## config.mk

```make
export PLATFORM = sky130hd
export DESIGN_NAME = memwr_seq
export DESIGN_NICKNAME = d
export VERILOG_FILES = /design/src/rtl/memwr_seq.sv
export SDC_FILE = /design/constraint.sdc
export NUM_CORES = 1
export LEC_CHECK = 0
export BUFFER_PORTS_ARGS = -buffer_cell sky130_fd_sc_hd__buf_2
export CAP_MARGIN = 30
export CELL_PAD_IN_SITES_DETAIL_PLACEMENT = 0
export CELL_PAD_IN_SITES_GLOBAL_PLACEMENT = 1
export CORE_MARGIN = 2
export CORE_UTILIZATION = 33
export DETAILED_ROUTE_END_ITERATION = 8
export HOLD_SLACK_MARGIN = 0.03
export PLACE_DENSITY_LB_ADDON = 0.1
export SLEW_MARGIN = 0
export SYNTH_ARGS = -nofsm -noshare
export SYNTH_HDL_FRONTEND = slang
export SYNTH_SLANG_ARGS = --single-unit
```

## constraint.sdc

```tcl
create_clock -name CLK -period 1.9 [get_ports CLK]
set_clock_uncertainty 0.05 [all_clocks]
set_input_delay 0.475 -clock CLK [delete_from_list [all_inputs] [get_ports CLK]]
set_output_delay 0.475 -clock CLK [all_outputs]
set_load 0.05 [all_outputs]
```

## src/rtl/memwr_seq.sv

```systemverilog
// Memory write sequencer: latches a store request, steers byte data onto the proper lane,
// runs the MWE/ACK handshake and reports completion, odd-word rejection or timeout.
module memwr_seq #(
    parameter int unsigned TMO_CYCLES = 15,
    parameter int unsigned TMO_W      = 8
) (
    input  logic        CLK,
    input  logic        RSTN,
    input  logic        START,
    input  logic        WORD,
    input  logic [15:0] ADDR,
    input  logic [15:0] B,
    input  logic        ACK,
    output logic [15:0] MA,
    output logic [15:0] MD,
    output logic [1:0]  MBE,
    output logic        MWE,
    output logic        BUSY,
    output logic        DONE,
    output logic        ODDERR,
    output logic        NXM
);

    localparam logic [0:0] IDLE  = 1'b0;
    localparam logic [0:0] WRITE = 1'b1;

    // Counter value seen on the edge that closes the last permitted WRITE cycle.
    localparam logic [TMO_W-1:0] TMO_LAST = TMO_W'(TMO_CYCLES - 1);

    logic [0:0]       state_q, state_d;
    logic [15:0]      ma_q, ma_d;
    logic [15:0]      md_q, md_d;
    logic [1:0]       mbe_q, mbe_d;
    logic [TMO_W-1:0] cnt_q, cnt_d;
    logic             done_q, done_d;
    logic             odderr_q, odderr_d;
    logic             nxm_q, nxm_d;

    always_comb begin
        state_d  = state_q;
        ma_d     = ma_q;
        md_d     = md_q;
        mbe_d    = mbe_q;
        cnt_d    = cnt_q;
        done_d   = 1'b0;
        odderr_d = 1'b0;
        nxm_d    = 1'b0;

        case (state_q)
            IDLE: begin
                if (START) begin
                    if (WORD && ADDR[0]) begin
                        odderr_d = 1'b1;
                    end else begin
                        state_d = WRITE;
                        ma_d    = ADDR;
                        cnt_d   = '0;
                        if (WORD) begin
                            md_d  = B;
                            mbe_d = 2'b11;
                        end else begin
                            // Byte data goes out on both lanes; MBE picks the one memory takes.
                            md_d  = {B[7:0], B[7:0]};
                            mbe_d = ADDR[0] ? 2'b10 : 2'b01;
                        end
                    end
                end
            end
            WRITE: begin
                if (ACK) begin
                    // ACK takes priority over a timeout landing on the same edge.
                    state_d = IDLE;
                    mbe_d   = 2'b00;
                    done_d  = 1'b1;
                end else begin
                    cnt_d = cnt_q + 1'b1;
                    if (cnt_q == TMO_LAST) begin
                        state_d = IDLE;
                        mbe_d   = 2'b00;
                        nxm_d   = 1'b1;
                    end
                end
            end
            default: begin
                state_d = IDLE;
                mbe_d   = 2'b00;
            end
        endcase
    end

    always_ff @(posedge CLK or negedge RSTN) begin
        if (!RSTN) begin
            state_q  <= IDLE;
            ma_q     <= '0;
            md_q     <= '0;
            mbe_q    <= '0;
            cnt_q    <= '0;
            done_q   <= 1'b0;
            odderr_q <= 1'b0;
            nxm_q    <= 1'b0;
        end else begin
            state_q  <= state_d;
            ma_q     <= ma_d;
            md_q     <= md_d;
            mbe_q    <= mbe_d;
            cnt_q    <= cnt_d;
            done_q   <= done_d;
            odderr_q <= odderr_d;
            nxm_q    <= nxm_d;
        end
    end

    assign MA     = ma_q;
    assign MD     = md_q;
    assign MBE    = mbe_q;
    assign MWE    = (state_q == WRITE);
    assign BUSY   = (state_q == WRITE);
    assign DONE   = done_q;
    assign ODDERR = odderr_q;
    assign NXM    = nxm_q;

`ifndef SYNTHESIS
    a_pulses_exclusive: assert property (@(posedge CLK) disable iff (!RSTN)
        $onehot0({DONE, ODDERR, NXM}));

    a_write_stable: assert property (@(posedge CLK) disable iff (!RSTN)
        (MWE && $past(MWE) && $past(RSTN)) |-> ($stable(MA) && $stable(MD) && $stable(MBE)));

    a_idle_no_enables: assert property (@(posedge CLK) disable iff (!RSTN)
        !MWE |-> (MBE == 2'b00));
`endif

endmodule

```

==> load_flow_metrics.sql <==
INSERT INTO impl_metrics (metric_group, metric, value, unit) VALUES
('run_status', 'status', 'complete, no violations', ''),
('routing', 'drc_errors', '0', ''),
('timing', 'maxClockFrequency', '0.5622', 'GHz'),
('grt', 'gr-usage-met2', '22.20', '%'),
('clock_tree', 'cts-root-buf', 'sky130_fd_sc_hd__clkbuf_8', ''),
('clock_tree', 'h-tree-depth', '2', ''),
('grt', 'global_route.overflow_total', '0', ''),
('clock_tree', 'postCtsSetupRepairBufs', '0', ''),
('die', 'die_height', '82.04', 'µm'),
('clock_tree', 'clk_path_buf_depth', '2', ''),
('clock_tree', 'cts_tree', 'done', ''),
('timing', 'final-hold-violation-count', '0', ''),
('synth', 'average_instance_area_after_synthesis', '12.33', 'µm²'),
('timing', 'final_critical_delay_including_setup_and_external_delays', '1779', 'ps'),
('timing', 'totalNegativeSetupSlack', '0', 'ps'),
('routing', 'routed-via-count', '1534', ''),
('timing', 'setup_ws', '121.1', 'ps'),
('synth', 'postSynthRegisterBits', '46', ''),
('grt', 'number_of_antenna_violations_at_the_first_check_in_global_routing', '0', ''),
('die', 'fp-row-count', '28', ''),
('timing', 'final.period_utilization', '93.63', '%'),
('grt', 'grtUsageMet3', '3.736', '%'),
('setup_path', 'critPathArrivalTime', '1940', 'ps'),
('synth', 'synth.cells.most_frequent', 'sky130_fd_sc_hd__dfrtp_1 (46), sky130_fd_sc_hd__mux2_2 (22), sky130_fd_sc_hd__o21ai_0 (21)', ''),
('cells_and_area', 'layout.cells.non_filler', '322', ''),
('cells_and_area', 'finish.net_count', '285', ''),
('die', 'core_area', '5886', 'µm²'),
('clock_tree', 'clock_sink_count', '46', ''),
('cells_and_area', 'num_antenna_cells', '0', ''),
('die', 'design.die.area', '6730', 'µm²'),
('setup_path', 'crit_path_end_kind', 'flip-flop', ''),
('timing', 'final-setup-viol-count', '0', ''),
('cells_and_area', 'final_util', '44.47', '%'),
('synth', 'yosys_warnings', '0', ''),
('synth', 'synth.lib_cells_used.distinct', '35', ''),
('setup_path', 'worstSetupPathType', 'reg2reg', ''),
('timing', 'timing.final.max_slew_violations', '0', ''),
('hold_path', 'holdCritPathClass', 'in2async', ''),
('clock_tree', 'holdBufCountCts', '0', ''),
('pwr', 'power_leakage', '1.259', 'nW'),
('grt', 'grt.busiest_layer', 'met2', ''),
('synth', 'netlist_instances', '163', ''),
('synth', 'yosys.area.top_type', 'sky130_fd_sc_hd__dfrtp_1', ''),
('grt', 'grt.met1_usage', '19.96', '%'),
('routing', 'firstDrtPassIters', '4', ''),
('timing', 'grt_setup_unrepaired', 'false', ''),
('synth', 'seq_area_frac_synth', '57.29', '%'),
('setup_path', 'timing.critical_path.fanout_max', '6', ''),
('pwr', 'vdd_ir_drop_max', '554.4', 'µV'),
('timing', 'max_slew.worst_pin.slew', '409.3', 'ps'),
('timing', 'maxSlewHeadroom', '72.46', '%'),
('synth', 'postSynth.asyncResetShare', '100.0', '%'),
('synth', 'dominantRegCellSynth', 'sky130_fd_sc_hd__dfrtp_1', ''),
('die', 'initial_core_utilization', '34.14', '%'),
('routing', 'routed_wl', '4.460', 'mm'),
('grt', 'grt_pass1_wl', '7.417', 'mm'),
('routing', 'drtAntennaViolNets', '0', ''),
('clock_tree', 'post_cts_resized', '0', ''),
('grt', 'grt_pass1_vias', '1551', ''),
('grt', 'grt.total_usage', '14.51', '%'),
('job', 'cap_viol_max_count', '0', ''),
('grt', 'grt_start_max_net_pins', '32', ''),
('place', 'dp_worst_setup_slack', '133.3', 'ps'),
('clock_tree', 'cts-buffers-inserted', '5', ''),
('synth', 'synthesis.nets', '202', ''),
('clock_tree', 'cts.clk_slew.worst_paths', '90', 'ps'),
('synth', 'ys_top_cells_by_area', 'sky130_fd_sc_hd__dfrtp_1 (57%), sky130_fd_sc_hd__mux2_2 (12%), sky130_fd_sc_hd__o21ai_0 (5.2%), sky130_fd_sc_hd__mux2i_1 (5.0%), sky130_fd_sc_hd__a21oi_1 (1.2%)', ''),
('synth', 'post-synth-top-area-fraction', '57.29', '%'),
('die', 'die-width', '82.04', 'µm'),
('place', 'place_inst', '314', ''),
('setup_path', 'timing.critical_path.required', '2060', 'ps');
flip-flops by register name, indices dropped and copies added, names as in the netlist:
register  count
NXM           1
ODDERR        1
BUSY          1
MA           16
DONE          1
MBE           2
MD           16
cnt_q         8
layout make-up:
class,count,area [µm²]
multi-input combinational,102,784.5
clock inverter,2,13.76
timing repair buffer,86,483.0
clock buffer,6,72.57
fill,593,3268
tap,75,93.84
inverter,5,18.77
sequential,46,1151
per-layer routing:
metal / wire length, µm / share of wire [%] / up-vias
li1: - / - / 744
met1: 2044 / 46 / 737
met2: 2109 / 47 / 46
met3: 254 / 5.7 / 7
met4: 52 / 1.2 / 0
met5: 0 / 0 / -
logic make-up (layout without fill, tap and decap cells):
| group | Yosys count | count (layout) | synth area share, % |
|---|---|---|---|
| and+or+nand+nor | 30 | 30 | 8.468 |
| buffers and inverters | 15 | 99 | 3.674 |
| adders and majority gates | 2 | 2 | 1.245 |
| DFF | 46 | 46 | 57.28 |
| AOI/OAI and AO/OA | 36 | 36 | 10.83 |
| xor gates and xnor gates | 1 | 1 | 0.4359 |
| muxes | 33 | 33 | 18.06 |
path summary, 6_finish.rpt:
check / startpoint / endpoint / slack [ps] / cells past startpoint
min in group CLK: ADDR[5] / MA[5] / 350 / 2
worst min register to register: MD[4] / MD[4] / 460 / 1
worst min-delay path: RSTN / MA[0] / 40 / 1
worst max register to register: cnt_q[1] / MBE[1] / 120 / 4
max in group asynchronous: RSTN / cnt_q[7] / 1270 / 2
worst max-delay path: cnt_q[1] / MBE[1] / 120 / 4
where the power goes:
part	internal (mW)	total [mW]	switching [mW]
Clock	0.260	0.599	0.339
Sequential	1.17	1.28	0.106
Combinational	0.369	1.29	0.926
through the flow:
step                hold slack (ps)  total power [mW]  cell area, µm²
floorplan                     129.4             2.247            2009
global placement              376.4             2.599            2531
detailed placement            381.0             2.607            2531
CTS                           50.87             3.213            2618
global route                  62.62             3.359            2618
finish                        40.24             3.172            2618
worst max-delay path: stages (launching register included):
cell	delay, ps
sky130_fd_sc_hd__dfrtp_1	430
sky130_fd_sc_hd__ha_1	160
sky130_fd_sc_hd__or3b_4	380
sky130_fd_sc_hd__or4_4	430
sky130_fd_sc_hd__a221oi_2	240
cell usage in the layout, fill, tap and decap left out, types with 2 or more instances in the layout:
| master | Yosys | routed |
|---|---|---|
| sky130_fd_sc_hd__buf_2 | 5 | 75 |
| sky130_fd_sc_hd__dfrtp_1 | 46 | 46 |
| sky130_fd_sc_hd__mux2_2 | 22 | 22 |
| sky130_fd_sc_hd__o21ai_0 | 21 | 21 |
| sky130_fd_sc_hd__mux2i_1 | 10 | 10 |
| sky130_fd_sc_hd__buf_4 | 1 | 9 |
| sky130_fd_sc_hd__nor2_1 | 6 | 6 |
| sky130_fd_sc_hd__inv_1 | 5 | 5 |
| sky130_fd_sc_hd__nand2_1 | 5 | 5 |
| sky130_fd_sc_hd__a21oi_1 | 5 | 5 |
| sky130_fd_sc_hd__clkbuf_8 | 0 | 5 |
| sky130_fd_sc_hd__nand2b_1 | 4 | 4 |
| sky130_fd_sc_hd__nand3_1 | 3 | 3 |
| sky130_fd_sc_hd__nor2b_1 | 2 | 2 |
| sky130_fd_sc_hd__o41ai_1 | 2 | 2 |
| sky130_fd_sc_hd__and2_1 | 2 | 2 |
| sky130_fd_sc_hd__nor4_1 | 2 | 2 |
| sky130_fd_sc_hd__ha_1 | 2 | 2 |
| sky130_fd_sc_hd__buf_12 | 0 | 2 |
Power figures use the tool's default switching activity.
